==> config.mk <==
export PLATFORM = sky130hd
export DESIGN_NAME = mem_monitor_ctrl
export DESIGN_NICKNAME = d
export VERILOG_FILES = /design/src/rtl/mem_monitor_pkg.sv /design/src/rtl/mem_monitor_ctrl.sv
export SDC_FILE = /design/constraint.sdc
export NUM_CORES = 1
export LEC_CHECK = 0
export ABC_AREA = 0
export CAP_MARGIN = 20
export CORE_ASPECT_RATIO = 0.9
export CORE_MARGIN = 5
export CORE_UTILIZATION = 45
export DETAILED_ROUTE_END_ITERATION = 8
export GPL_TIMING_DRIVEN = 1
export PLACE_DENSITY_LB_ADDON = 0.1
export SETUP_SLACK_MARGIN = 0.2
export SYNTH_ARGS = -nofsm -noshare
export SYNTH_HDL_FRONTEND = slang
export SYNTH_SLANG_ARGS = --single-unit
export TNS_END_PERCENT = 1
==> constraint.sdc <==
create_clock -name clock -period 3.45 [get_ports clock]
set_clock_uncertainty 0.2 [all_clocks]
set_input_delay 0.69 -clock clock [delete_from_list [all_inputs] [get_ports clock]]
set_output_delay 0.69 -clock clock [all_outputs]
set_load 0.01 [all_outputs]
==> src/rtl/mem_monitor_pkg.sv <==
// Shared opcodes, response bytes, widths and FSM encoding for the memory monitor.
package mem_monitor_pkg;

  localparam int unsigned TIMER_W         = 24;
  localparam int unsigned CNT_W           = 9;
  localparam int unsigned TIMEOUT_DEFAULT = 1_000_000;

  localparam logic [7:0] OP_WRITE    = 8'h57;
  localparam logic [7:0] OP_READ     = 8'h52;
  localparam logic [7:0] OP_DUMP     = 8'h44;
  localparam logic [7:0] ACK_DEFAULT = 8'h06;
  localparam logic [7:0] NAK_DEFAULT = 8'h15;

  typedef enum logic [2:0] {
    IDLE     = 3'd0,
    GET_ADDR = 3'd1,
    GET_ARG  = 3'd2,
    WRITE    = 3'd3,
    RD_ADDR  = 3'd4,
    RD_WAIT  = 3'd5,
    SEND     = 3'd6
  } state_t;

  function automatic logic is_opcode(input logic [7:0] b);
    return (b == OP_WRITE) || (b == OP_READ) || (b == OP_DUMP);
  endfunction

endpackage

==> src/rtl/mem_monitor_ctrl.sv <==
// Byte-command interpreter (write / read / dump) driving the program port of a 256-byte RAM.
module mem_monitor_ctrl
  import mem_monitor_pkg::*;
#(
  parameter int unsigned TIMEOUT  = TIMEOUT_DEFAULT,
  parameter logic [7:0]  ACK_BYTE = ACK_DEFAULT,
  parameter logic [7:0]  NAK_BYTE = NAK_DEFAULT
) (
  input  logic       clock,
  input  logic       reset_n,
  input  logic [7:0] rx_data,
  input  logic       rx_valid,
  output logic [7:0] tx_data,
  output logic       tx_valid,
  input  logic       tx_ready,
  output logic       prg_clock,
  output logic       prg_we,
  output logic [7:0] prg_MA,
  output logic [7:0] prg_WD,
  input  logic [7:0] prg_RD,
  output logic       busy
);

  localparam logic [TIMER_W-1:0] TIMER_LAST = TIMER_W'(TIMEOUT - 1);

  state_t             state;
  logic [7:0]         op;
  logic [7:0]         addr;
  logic [CNT_W-1:0]   remaining;
  logic [TIMER_W-1:0] timer;

  assign prg_clock = clock;

  // Command FSM; prg_WD doubles as the write-data latch, busy tracks state != IDLE.
  always_ff @(posedge clock or negedge reset_n) begin
    if (!reset_n) begin
      state     <= IDLE;
      op        <= '0;
      addr      <= '0;
      remaining <= '0;
      timer     <= '0;
      prg_we    <= 1'b0;
      prg_MA    <= '0;
      prg_WD    <= '0;
      tx_data   <= '0;
      tx_valid  <= 1'b0;
      busy      <= 1'b0;
    end else begin
      case (state)
        IDLE: begin
          timer <= '0;
          if (rx_valid) begin
            op   <= rx_data;
            busy <= 1'b1;
            if (is_opcode(rx_data)) begin
              state <= GET_ADDR;
            end else begin
              tx_data  <= NAK_BYTE;
              tx_valid <= 1'b1;
              state    <= SEND;
            end
          end
        end
        GET_ADDR: begin
          if (rx_valid) begin
            timer <= '0;
            addr  <= rx_data;
            if (op == OP_READ) begin
              prg_MA    <= rx_data;
              remaining <= CNT_W'(1);
              state     <= RD_ADDR;
            end else begin
              state <= GET_ARG;
            end
          end else if (timer == TIMER_LAST) begin
            timer <= '0;
            busy  <= 1'b0;
            state <= IDLE;
          end else begin
            timer <= timer + TIMER_W'(1);
          end
        end
        GET_ARG: begin
          if (rx_valid) begin
            timer  <= '0;
            prg_MA <= addr;
            if (op == OP_WRITE) begin
              prg_WD <= rx_data;
              prg_we <= 1'b1;
              state  <= WRITE;
            end else begin
              // A count of zero requests the full 256-byte dump.
              remaining <= (rx_data == 8'd0) ? CNT_W'(256) : CNT_W'(rx_data);
              state     <= RD_ADDR;
            end
          end else if (timer == TIMER_LAST) begin
            timer <= '0;
            busy  <= 1'b0;
            state <= IDLE;
          end else begin
            timer <= timer + TIMER_W'(1);
          end
        end
        WRITE: begin
          prg_we   <= 1'b0;
          tx_data  <= ACK_BYTE;
          tx_valid <= 1'b1;
          state    <= SEND;
        end
        RD_ADDR: state <= RD_WAIT;
        RD_WAIT: begin
          tx_data  <= prg_RD;
          tx_valid <= 1'b1;
          state    <= SEND;
        end
        SEND: begin
          if (tx_ready) begin
            tx_valid <= 1'b0;
            if (op == OP_DUMP && remaining > CNT_W'(1)) begin
              addr      <= addr + 8'd1;
              prg_MA    <= addr + 8'd1;
              remaining <= remaining - CNT_W'(1);
              state     <= RD_ADDR;
            end else begin
              busy  <= 1'b0;
              state <= IDLE;
            end
          end
        end
        default: begin
          prg_we   <= 1'b0;
          tx_valid <= 1'b0;
          busy     <= 1'b0;
          state    <= IDLE;
        end
      endcase
    end
  end

endmodule

; ---- Word level (Yosys, flattened, before mapping)
; Cells that the tools add are included.
[word_totals]
reg_bits = 79
latch_bits = 0
ramBits = 0
mem_bits_ro = 0
input_bits = 20
wordCells = 112
n_memories = 0
[classes]
add_sub_neg = 3
multipliers = 0
n_div = 0
n_lt_le_gt_ge = 1
eq_ne = 25
n_shift = 0
mux = 45
n_bitwise = 3
n_reduce_logical = 24
[op_table]
columns = cell, count
row1 = 8-bit two-way mux, 8
row2 = 9-bit two-way mux, 7
row3 = 8-bit by 7-bit equality test with 1-bit output (second input constant), 6
row4 = 24-bit two-way mux, 2
row5 = 24-bit case mux with 2 select lines, 1
row6 = 8-bit case mux with 3 select lines, 2
row7 = 3-bit two-way mux, 9
row8 = 9-bit case mux with 3 select lines, 1
row9 = 24-bit by 1-bit adder with 24-bit output (second input constant), 1
row10 = 24-bit by 20-bit equality test with 1-bit output (second input constant), 1
row11 = 2-bit != test (second input constant), 11
row12 = 3-bit case mux with 6 select lines, 1
row13 = 8-bit case mux with 2 select lines, 1
row14 = 6-bit AND reduction, 2
row15 = 1-bit two-way mux, 10
row16 = 3-bit equality test (second input constant), 3
row17 = 9-bit by 1-bit > comparator with 1-bit output (second input constant), 1
row18 = 3-bit AND reduction, 3
row19 = 9-bit by 1-bit subtractor with 9-bit output (second input constant), 1
row20 = 8-bit by 1-bit adder with 8-bit output (second input constant), 1
row21 = 8-bit logical NOT, 1
row22 = 1-bit case mux with 4 select lines, 2
row23 = 4-bit AND reduction, 2
row24 = 7-bit AND reduction, 1
row25 = 14 further kinds, 23

; ---- Longest topological paths before layout
[depth]
ltp_word = 6
ltp_mapped = 9
ltp_nobuf = 6

==> impl_results.md <==
* # rows at 34
* Fin Setup TNS at 0 ns
* Number of flops mapped to enable cells by yosys at 0
* Clock Pin Slew Worst Setup and Hold Paths at 0.09 ns
* Initial Util at 0.4620
* RSZ-0062 raised after global routing: no
* Post-CTS Setup Bufs at 0
* Slew margin rel. at 0.6039
* Crit path kind: clk2out
* Port bufs at 47
* Die W at 115.4 microns
* CP Capture Type: primary output
* Layout Nets at 551
* Largest net degree at the start of global routing at 80
* Antenna viol nets, final at 0
* WP data arrival at around 2.2 ns
* Fin cells at approximately 660
* Reg2Reg Depth at 5
* Tot GR Track Use at 0.1933
* Avg WL per Cell at 17.11 microns
* Final Slew Violations at 0
* Final Hold Viols at 0
* Maxcap violations at 0
* Required time worst endpoint at 2.56 ns
* PwrDens at 720.4 mW/mm^2
* Core ar. at between 0.009 and 0.01 sq mm
* Total Wirelength at 11.26 mm
* Area grow syn2layout at 19.60%
* Most frequent cells after synthesis: 79 x dfrtp_1, 50 x nand2_1, 39 x nor2_1, 25 x o21ai_0, 22 x xor2_1
* Share of cells above drive strength 1 at 0.1466
* # DRC at 0
* Full die area at around 0.012 sq mm
* Dpl hpwl at 7.915 mm
* Crit. Startpoint: clock
* Clk_lat worst skew at about 0.46 ns
* Synth Net Count at 499
* First-pass GRT wire length at ~19 mm
* # diodes at 0
* Crit-path most repeated cell: clkbuf_8
* Fin area at 0.005383 sq mm
* Worst hold path type: reg2reg
* Seq/Total Area, Yosys at 0.4393
* Outcome: finished, final reports clean
* TritonRoute pass-1 iters at 5
* Worst-margin pin slew at between 0.5 and 0.6 ns
* CP Max Fanout at 2
* Synth Flop Type: dfrtp_1
* Total global routing overflow at 0
* Area share of the largest cell type after synthesis at 0.4393
* Syn avg cell area at 9.475 sq um
* Post-Synthesis Cell Area at 0.004501 sq mm
* Io pins at 48
* Yosys top cell by area: dfrtp_1
* Mapped Cells at approximately 480
* Largest stage delay, worst path at 0.27 ns
* Top-count cell post-synth: dfrtp_1
* R2r setup slk at 0.57 ns
* Die span in y at 104.9 microns
* Crit-path cells: clkbuf_8, clkbuf_8, dlygate4sd2_1
* Synthesis Warnings at 0
* GP Congestion at 0.8610
* Worst setup SP type: clock port
* CTS tree: yes
* Starting DRT DRC Count at 192
* Via density at 5.843
* Leakage power at between 2 and 2.5 nW
* Register bit total from synthesis at a little under 80
* Min Hold Slack at about 0.32 ns
* Placed insts at ~640
* Min-delay src: prg_WD[3]
* Setup-failing EPs final at 0
* Top cells by area, synth: dfrtp_1 44%, mux2_2 4.8%, xor2_1 4.3%, nand2_1 4.2%, nor2_1 3.3%
* CP endpoint: prg_clock
* CP max-delay cell: dlygate4sd2_1
* Number of global-route vias before repair at 3700
* Post-DP Area at about 0.0051 sq mm
* Yosys cell types at 65
* Initial antenna violation count at 0
* R2r endpoint: timer[13]
* Max VDD drop at 323.4 uV
* Vias at 3845
* Async SR Flop Fraction at 1.000
* Worst r2r src: timer[15]
* Overall power at slightly below 4 mW
-- metrics by stage --
stage	setup slack [ns]	util
after global placement	0.3862	0.5259
after floorplan	0.7159	-
after detailed placement	0.3417	0.5259
final	0.3359	0.5525
after CTS	0.3249	0.5487
after global routing	0.3219	0.5525
-- registers in the layout (all words and copies together) (netlist names) --
signal / count
addr: 8
busy: 1
op: 8
prg_MA: 8
prg_WD: 8
prg_we: 1
remaining: 9
state: 3
timer: 24
tx_data: 8
tx_valid: 1
-- metal layers --
layer	global-route usage	up-vias	wire length, microns
met3	0.03873	12	761
met4	0.05784	0	140
met2	0.2736	138	4860
met1	0.2968	1858	5496
met5	0	-	0
li1	-	1837	-
-- logic make-up after synthesis --
kind of cell / after synthesis / share of synthesized area
flip-flops: 79 / 0.4393
AND/OR/NAND/NOR: 179 / 0.2027
buffers and inverters: 42 / 0.04142
XOR/XNOR: 25 / 0.04865
AO/OA/AOI/OAI: 117 / 0.1782
multiplexers: 29 / 0.07868
adder cells (fa/ha/maj): 4 / 0.01112
-- cell type report --
type                       instances  area [sq um]
fill                             918          4359
multi-input combinational        354          2337
sequential                        79          1977
timing repair buffer              66         630.6
clock buffer                      14         187.7
tap                              126         157.7
inverter                          13         48.80
clock inverter                     6         43.79
-- cell usage in the layout, fill, tap and decap left out, drive strengths merged, types with 3 or more instances in the layout --
cell	count
dfrtp	79
nor3	10
nand4	8
a22oi	4
o2bb2a	7
ha	4
xnor2	3
o22ai	8
o31ai	5
nor4	6
o21ai	31
o211ai	6
mux2	27
or4	4
a21oi	19
or2	5
a32oi	3
clkdlybuf4s50	45
and3	9
a22o	5
nand3	21
nand2b	7
buf	20
nand2	50
nor2	39
xor2	22
inv	14
and4	4
or3	4
clkinv	4
a21o	5
a31oi	6
clkbuf	13
-- repair_timing --
| action | in CTS | in global routing |
|---|---|---|
| setup endpoints to repair | 1 | 0 |
| endpoints found under the hold margin | 0 | 26 |
| resized for setup | 1 | 0 |
| hold buffers | 0 | 1 |
-- where the power goes --
group	leakage (nW)	switching, mW	internal [mW]	total (mW)
Sequential	1.01	0.270	1.20	1.47
Clock	0.119	0.382	0.368	0.750
Combinational	1.19	0.856	0.800	1.66
-- how the worst min path moves through the flow --
stage	end	cells past startpoint
3_3_place_gp	prg_WD[0]	2
2_1_floorplan	addr[0]	0
6_report	prg_WD[3]	1
5_1_grt	op[5]	1
4_1_cts	tx_data[4]	1
3_5_place_dp	prg_WD[0]	2
-- critical path: cells and delay by family --
kind | cells | cell delay [ns]
buf+inv | 3 | 0.50
(Power assumes the default switching activity.)
